$ cat config.mk
export PLATFORM = sky130hd
export DESIGN_NAME = bcd_serial_add_ctrl
export DESIGN_NICKNAME = d
export VERILOG_FILES = /design/src/rtl/bcd_serial_add_ctrl.sv
export SDC_FILE = /design/constraint.sdc
export NUM_CORES = 1
export LEC_CHECK = 0
export CAP_MARGIN = 30
export CORE_UTILIZATION = 43
export DETAILED_ROUTE_END_ITERATION = 16
export GPL_ROUTABILITY_DRIVEN = 0
export GPL_TIMING_DRIVEN = 0
export HOLD_SLACK_MARGIN = 0.12
export PLACE_DENSITY = 0.75
export SYNTH_ARGS = -nofsm -noshare
export SYNTH_HDL_FRONTEND = slang
export SYNTH_SLANG_ARGS = --single-unit
$ cat constraint.sdc
create_clock -name CLOCK_50 -period 1.5 [get_ports CLOCK_50]
set_input_delay 0.225 -clock CLOCK_50 [delete_from_list [all_inputs] [get_ports CLOCK_50]]
set_output_delay 0.225 -clock CLOCK_50 [all_outputs]
set_load 0.01 [all_outputs]
$ cat src/rtl/bcd_serial_add_ctrl.sv
// Packed-BCD adder sequencer: one digit per cycle through a shared single-digit BCD adder, LSD first.
// Latency: done pulses NDIG+1 cycles after an accepted start (1 cycle when an operand digit is invalid).
// Backpressure: start is only honoured while idle; requests arriving while busy are dropped, not queued.
module bcd_serial_add_ctrl #(
    parameter int NDIG = 4
) (
    input  logic              CLOCK_50,
    input  logic              resetn,
    input  logic              start,
    input  logic [4*NDIG-1:0] op_a,
    input  logic [4*NDIG-1:0] op_b,
    input  logic              cin,
    output logic              busy,
    output logic              done,
    output logic [4*NDIG-1:0] result,
    output logic              cout,
    output logic              err,
    output logic [3:0]        dig_a,
    output logic [3:0]        dig_b,
    output logic              dig_cin,
    input  logic [3:0]        dig_sum,
    input  logic              dig_cout
);

    localparam int W  = 4 * NDIG;
    localparam int IW = (NDIG > 1) ? $clog2(NDIG) : 1;
    localparam logic [IW-1:0] LAST_IDX = IW'(NDIG - 1);

    typedef enum logic [1:0] {
        S_IDLE = 2'd0,
        S_ADD  = 2'd1,
        S_FIN  = 2'd2
    } state_t;

    state_t          state_q, state_d;
    logic [W-1:0]    a_q, a_d;
    logic [W-1:0]    b_q, b_d;
    logic [W-1:0]    result_q, result_d;
    logic [IW-1:0]   idx_q, idx_d;
    logic            carry_q, carry_d;
    logic            cout_q, cout_d;
    logic            err_q, err_d;

    // True when any nibble of the packed BCD word is a non-decimal code (A..F).
    function automatic logic has_bad_digit(input logic [W-1:0] v);
        logic bad;
        bad = 1'b0;
        for (int i = 0; i < NDIG; i++) begin
            if (v[4*i +: 4] > 4'd9) begin
                bad = 1'b1;
            end
        end
        return bad;
    endfunction

    // Next-state, datapath updates and the shared-adder operand mux.
    always_comb begin
        state_d  = state_q;
        a_d      = a_q;
        b_d      = b_q;
        result_d = result_q;
        idx_d    = idx_q;
        carry_d  = carry_q;
        cout_d   = cout_q;
        err_d    = err_q;
        dig_a    = 4'd0;
        dig_b    = 4'd0;
        dig_cin  = 1'b0;

        case (state_q)
            S_IDLE: begin
                if (start) begin
                    a_d     = op_a;
                    b_d     = op_b;
                    carry_d = cin;
                    idx_d   = '0;
                    err_d   = 1'b0;
                    if (has_bad_digit(op_a) || has_bad_digit(op_b)) begin
                        // Reject up front: nothing sensible to add, report a clean zero.
                        err_d    = 1'b1;
                        result_d = '0;
                        cout_d   = 1'b0;
                        state_d  = S_FIN;
                    end else begin
                        state_d = S_ADD;
                    end
                end
            end
            S_ADD: begin
                // Constant-index select keeps the digit mux free of variable shifts.
                for (int i = 0; i < NDIG; i++) begin
                    if (idx_q == IW'(i)) begin
                        dig_a = a_q[4*i +: 4];
                        dig_b = b_q[4*i +: 4];
                        result_d[4*i +: 4] = dig_sum;
                    end
                end
                dig_cin = carry_q;
                carry_d = dig_cout;
                // A non-decimal sum means the external adder misbehaved; keep the digit anyway.
                if (dig_sum > 4'd9) begin
                    err_d = 1'b1;
                end
                if (idx_q == LAST_IDX) begin
                    cout_d  = dig_cout;
                    idx_d   = '0;
                    state_d = S_FIN;
                end else begin
                    idx_d = idx_q + 1'b1;
                end
            end
            S_FIN: begin
                state_d = S_IDLE;
            end
            default: begin
                state_d = S_IDLE;
            end
        endcase
    end

    // State and datapath registers, cleared asynchronously.
    always_ff @(posedge CLOCK_50 or negedge resetn) begin
        if (!resetn) begin
            state_q  <= S_IDLE;
            a_q      <= '0;
            b_q      <= '0;
            result_q <= '0;
            idx_q    <= '0;
            carry_q  <= 1'b0;
            cout_q   <= 1'b0;
            err_q    <= 1'b0;
        end else begin
            state_q  <= state_d;
            a_q      <= a_d;
            b_q      <= b_d;
            result_q <= result_d;
            idx_q    <= idx_d;
            carry_q  <= carry_d;
            cout_q   <= cout_d;
            err_q    <= err_d;
        end
    end

    // Handshake outputs are pure decodes of the state register.
    assign busy   = (state_q != S_IDLE);
    assign done   = (state_q == S_FIN);
    assign result = result_q;
    assign cout   = cout_q;
    assign err    = err_q;

endmodule

== Word-level counts from Yosys, hierarchy flattened ==
Cells that the tools add are included.
Word-level totals
  bits in registers: 55
  output and inout port bits: 29
Cells by class
  $add $sub $neg: 1
  order comparisons: 9
  equality and inequality tests: 12
  mux-type cells: 47
  reduce and logical (&&, ||, !) cells: 13
Operators by type and width (count)
  4-bit 2-to-1 mux: 14
  4-bit greater-than comparator, second input constant: 9
  16-bit 2-to-1 mux: 2
  16-bit one-hot mux with 2 select lines: 1
  1-bit 2-to-1 mux: 20
  4-bit AND reduction: 4
  2-bit inequality test, second input constant: 7
  2-bit 2-to-1 mux: 5
  2-bit one-hot mux with 2 select lines: 2
  2-bit equality test, second input constant: 3
  1-bit one-hot mux with 2 select lines: 3
  2-bit AND reduction: 3
  2-bit by 1-bit equality test with 1-bit output, second input constant: 2
  2-bit logical NOT: 2
  2-bit nonzero test: 2
  3-bit AND reduction: 1
  2-bit by 1-bit adder with 2-bit output, second input constant: 1
  1-bit logical OR: 1

== Longest topological paths before layout ==
  depth in word-level cells: 11
  depth in mapped cells: 6
  mapped depth without buffers: 6

== Least setup slack after synthesis ==
OpenSTA, ideal clock, no wires.
  kind: reg2out
  start: register idx_q[0]
  end: output dig_a[0]
  arrival time: 1.543 ns
  required time: 1.275 ns
  slack: -0.268 ns
  cell stages (with the launch flop): 7
  buffers on the path: 1
  cells stage by stage: dfrtp_1 inv_1 ha_1 nor2b_1 clkbuf_1 a221oi_1 o31ai_1
On the way
  longest elaborated chain between the ends: 6
  elaborated cells on any way between the ends: 9
  classes of those cells: eq/ne (3); mux (5); reduce/logical (1)
RTL lines
  start, declared: line 39  | logic [IW-1:0] idx_q, idx_d;
  start signal, assigned: line 137  | idx_q <= idx_d;
  2-bit logical NOT: line 92  | if (idx_q == IW'(i)) begin
  4-bit 2-to-1 mux (3 in a row): line 92
  4-bit 2-to-1 mux *: line 92
  4-bit 2-to-1 mux *: line 70  | case (state_q)
  end, declared: line 18  | output logic [3:0] dig_a,
Mark *: on every way between the ends. The rest lies on a longest branch, timed or not.

== Worst setup path in the final report ==
  start: register idx_q[0]
  end: output dig_b[0]
On the way
  longest elaborated chain between the ends: 6
  elaborated cells on any way between the ends: 9
  classes of those cells: eq/ne (3); mux (5); reduce/logical (1)
RTL lines
  2-bit logical NOT: line 92
  4-bit 2-to-1 mux (3 in a row): line 92
  4-bit 2-to-1 mux *: line 92
  4-bit 2-to-1 mux *: line 70
  end, declared: line 19  | output logic [3:0] dig_b,
Marks and branches as above.

==> impl_metrics.xml <==
<?xml version="1.0" encoding="UTF-8"?>
<metrics>
  <group name="run_status">
    <metric name="result_of_the_run" unit="">complete, but fails checks</metric>
    <metric name="violated_checks" unit="">negative setup slack</metric>
  </group>
  <group name="timing">
    <metric name="setup_repair_after_global_routing_missed_its_margin" unit="">yes</metric>
    <metric name="drv_slew" unit="">0</metric>
    <metric name="setup_viol_count_final" unit="">29</metric>
    <metric name="final_worst_path_setup_slack" unit="ns">-0.645</metric>
    <metric name="final_cycle_utilization_of_the_critical_path" unit="%">143</metric>
    <metric name="worst_slew_margin_rel" unit="%">74.7</metric>
    <metric name="worst_slew_pin_slew" unit="ns">0.379</metric>
    <metric name="fmax" unit="MHz">466</metric>
    <metric name="fin_worst_skew" unit="ns">0.0105</metric>
    <metric name="setup_total_negative_slack" unit="ns">-6.04</metric>
    <metric name="final_hold_viol_count" unit="">0</metric>
    <metric name="min_period" unit="ns">2.14</metric>
  </group>
  <group name="drt">
    <metric name="wl" unit="mm">8.75</metric>
    <metric name="drtPass1Iterations" unit="">5</metric>
    <metric name="routed-via-count" unit="">2618</metric>
    <metric name="drt.antenna.violating_nets" unit="">0</metric>
    <metric name="drt_first_iter_violations" unit="">167</metric>
    <metric name="via_per_inst" unit="">5.48</metric>
    <metric name="drt-wirelength-per-cell" unit="um">18.3</metric>
    <metric name="remaining_drc_errors" unit="">0</metric>
  </group>
  <group name="clock_network">
    <metric name="cts_made_buffers" unit="">5</metric>
    <metric name="htreeDepth" unit="">2</metric>
    <metric name="latest_clock_arrival_within_the_worst_skew_pair" unit="ns">0.31</metric>
    <metric name="clock_tree_from_tritoncts" unit="">yes</metric>
    <metric name="cts-root-buf" unit="">sky130_fd_sc_hd__clkbuf_8</metric>
    <metric name="clock_path_buffers" unit="">2</metric>
    <metric name="clock_sink_count" unit="">55</metric>
    <metric name="clk_pin_slew" unit="ns">0.10</metric>
  </group>
  <group name="layout">
    <metric name="antenna-diode-count" unit="">0</metric>
    <metric name="proportion_of_layout_cells_with_a_drive_suffix_above_1" unit="%">34.7</metric>
    <metric name="multi_input_comb_area" unit="um^2">1510</metric>
    <metric name="layout-area-overhead-vs-synth" unit="%">68.7</metric>
    <metric name="final_util" unit="%">77.4</metric>
    <metric name="filler_cell_count" unit="">346</metric>
    <metric name="final_cells" unit="">478</metric>
    <metric name="layout.cells.most_common_list" unit="">sky130_fd_sc_hd__nand2_1 (107), sky130_fd_sc_hd__dfrtp_1 (52), sky130_fd_sc_hd__clkdlybuf4s50_1 (51), sky130_fd_sc_hd__buf_4 (23), sky130_fd_sc_hd__nand3_1 (19)</metric>
    <metric name="mostFrequentLayoutCell" unit="">sky130_fd_sc_hd__nand2_1</metric>
    <metric name="fin_nets" unit="">450</metric>
    <metric name="sequential_cell_area" unit="um^2">1380</metric>
  </group>
  <group name="power_and_ir_drop">
    <metric name="power.static_leakage" unit="nW">2.02</metric>
    <metric name="power_density" unit="nW/um^2">802</metric>
    <metric name="combPwrFrac" unit="%">26.0</metric>
    <metric name="power.sequential.fraction" unit="%">50.2</metric>
    <metric name="power" unit="mW">3.52</metric>
    <metric name="switching_power" unit="mW">1.09</metric>
    <metric name="internal_power" unit="mW">2.43</metric>
    <metric name="switching_share" unit="%">31.0</metric>
    <metric name="ir_worst_vdd" unit="uV">530</metric>
    <metric name="share_clk_of_total_power" unit="%">23.8</metric>
  </group>
  <group name="die">
    <metric name="die_w" unit="um">79.8</metric>
    <metric name="floorplan.initialDensity" unit="%">45.9</metric>
    <metric name="rows" unit="">27</metric>
    <metric name="floorplan.die.height" unit="um">79.8</metric>
    <metric name="die-area" unit="um^2">6370</metric>
    <metric name="fp.coreArea" unit="um^2">5680</metric>
    <metric name="io_pins" unit="">70</metric>
  </group>
  <group name="synth">
    <metric name="synth-edff-count" unit="">0</metric>
    <metric name="async_reset_ff_share" unit="%">100</metric>
    <metric name="synth_top_cell_by_area" unit="">sky130_fd_sc_hd__dfrtp_1</metric>
    <metric name="postSynthCellCount" unit="">290</metric>
    <metric name="syn_area" unit="um^2">2600</metric>
    <metric name="syn_avg_cell_area" unit="um^2">8.98</metric>
    <metric name="synth_top_cells_by_area" unit="">sky130_fd_sc_hd__dfrtp_1 (53%), sky130_fd_sc_hd__nand2_1 (17%), sky130_fd_sc_hd__nand3_1 (4.2%), sky130_fd_sc_hd__a21oi_2 (3.4%), sky130_fd_sc_hd__o31ai_1 (2.6%)</metric>
    <metric name="synth-main-ff-cell" unit="">sky130_fd_sc_hd__dfrtp_1</metric>
    <metric name="mappedNetlistNets" unit="">335</metric>
    <metric name="synth_top_area_share" unit="%">52.8</metric>
    <metric name="seq_area_frac_synth" unit="%">52.8</metric>
    <metric name="number_of_warnings_reported_in_the_yosys_synthesis_log" unit="">0</metric>
    <metric name="synth_cell_type_count" unit="">30</metric>
    <metric name="ys_ff_latch" unit="">55</metric>
  </group>
  <group name="place">
    <metric name="dpl.cell_count" unit="">432</metric>
    <metric name="port_buffers" unit="">69</metric>
    <metric name="detailedPlacementHpwl" unit="mm">4.88</metric>
    <metric name="dp_worst_setup_slack" unit="ns">-0.754</metric>
  </group>
  <group name="global_routing">
    <metric name="grt_most_used_layer" unit="">met2</metric>
    <metric name="met3_usage" unit="%">4.34</metric>
    <metric name="grt_pass1_vias" unit="">2535</metric>
    <metric name="maximum_number_of_pins_on_one_net_before_global_route_repair" unit="">41</metric>
    <metric name="groute.usage.overall" unit="%">26.1</metric>
    <metric name="grt_antenna_before_repair" unit="">0</metric>
    <metric name="global_route.overflow_total" unit="">0</metric>
    <metric name="grt_util_met2" unit="%">45.6</metric>
    <metric name="globalRouteMet1Util" unit="%">31.7</metric>
    <metric name="grt_first_pass_wirelength" unit="mm">12.6</metric>
  </group>
  <group name="min_path">
    <metric name="worstHoldPathType" unit="">in -&gt; async</metric>
  </group>
  <group name="run">
    <metric name="maxCapViolations" unit="">0</metric>
  </group>
  <group name="worst_setup_path">
    <metric name="cp.arrival" unit="ns">1.92</metric>
    <metric name="worstPathMaxFanout" unit="">4</metric>
    <metric name="worst_setup_path_start_kind" unit="">flop</metric>
    <metric name="worstSetupEndpointType" unit="">output pin</metric>
    <metric name="worst-setup-path-type" unit="">reg -&gt; out</metric>
    <metric name="crit_required" unit="ns">1.27</metric>
  </group>
</metrics>
-- cells in the mapped netlist (4+ instances only) --
cell type	count
sky130_fd_sc_hd__buf_2	9
sky130_fd_sc_hd__inv_1	4
sky130_fd_sc_hd__nand3_1	22
sky130_fd_sc_hd__o21ai_0	4
sky130_fd_sc_hd__o21ai_1	6
sky130_fd_sc_hd__nor2b_1	9
sky130_fd_sc_hd__a21oi_2	10
sky130_fd_sc_hd__a221oi_1	7
sky130_fd_sc_hd__ha_1	4
sky130_fd_sc_hd__dfrtp_1	55
sky130_fd_sc_hd__clkbuf_1	6
sky130_fd_sc_hd__nand2_1	116
sky130_fd_sc_hd__o31ai_1	9
-- timing repair --
action	in CTS	in global routing
setup buffers	22	16
pin swaps	11	19
cloned	1	2
endpoints found under the hold margin	15	0
endpoints found under the setup margin	18	61
hold buffers	1	0
gates resized for setup	98	73
-- flip-flops by register name, indices dropped and copies added (netlist names) --
register and count:
a_q 16, b_q 16, carry_q 1, cout 1, err 1, idx_q 2
result 16, state_q 2
-- logic make-up (layout without fill, tap and decap cells) --
family	Yosys count	in the layout	synth area share, %
mux	2	2	0.769
flops	55	55	52.8
buf+inv	21	137	4.03
simple gates	159	159	25.9
fa+ha+maj	4	4	1.92
compound gates	49	49	14.6
-- area by class of cell --
cell class	count	share of cell area, %
Inverter	4	0.456
Sequential cell	55	31.4
Multi-Input combinational cell	214	34.3
Timing Repair Buffer	110	25.6
Tap cell	72	2.05
Buffer	15	4.19
Clock inverter	3	0.456
Clock buffer	5	1.57
-- power groups by stage --
stage | Sequential [mW] | Clock, mW | Combinational [mW]
4_1_cts | 1.76 | 0.838 | 0.778
3_3_place_gp | 1.77 | 0 | 0.624
5_1_grt | 1.79 | 0.909 | 0.984
2_1_floorplan | 1.75 | 0 | 0.363
3_5_place_dp | 1.77 | 0 | 0.644
6_report | 1.77 | 0.838 | 0.918
-- path summary, 6_finish.rpt --
path / start / to / slack (ns) / cells after the start
max: idx_q[0] / dig_b[0] / -0.64 / 8
max in group asynchronous: resetn / idx_q[1] / 0.60 / 3
min reg2reg: a_q[8] / a_q[8] / 0.49 / 2
min in group CLOCK_50: op_a[4] / a_q[4] / 0.43 / 3
max reg2reg: state_q[1] / err / -0.11 / 7
min: resetn / carry_q / 0.35 / 2
-- routing by layer --
| layer | vias up | share of wire, % |
|---|---|---|
| li1 | 1200 | - |
| met1 | 1263 | 40 |
| met2 | 127 | 51 |
| met3 | 28 | 6.1 |
| met4 | 0 | 3.4 |
| met5 | - | 0 |
-- through the flow --
stage / cell area [um^2] / hold WS [ns]
2_1_floorplan: 2720 / -0.0706
3_3_place_gp: 3500 / 0.459
3_5_place_dp: 3510 / 0.162
4_1_cts: 4050 / 0.360
5_1_grt: 4390 / 0.382
6_report: 4390 / 0.345
-- worst max-delay path, cell delays in order (launching register included) --
cell	delay, ns
sky130_fd_sc_hd__dfrtp_2	0.47
sky130_fd_sc_hd__buf_6	0.15
sky130_fd_sc_hd__inv_6	0.06
sky130_fd_sc_hd__ha_4	0.13
sky130_fd_sc_hd__nor2b_4	0.18
sky130_fd_sc_hd__buf_4	0.15
sky130_fd_sc_hd__a221oi_4	0.06
sky130_fd_sc_hd__o31ai_4	0.23
sky130_fd_sc_hd__buf_2	0.16
Note: power is estimated with default switching activity, not from simulation.
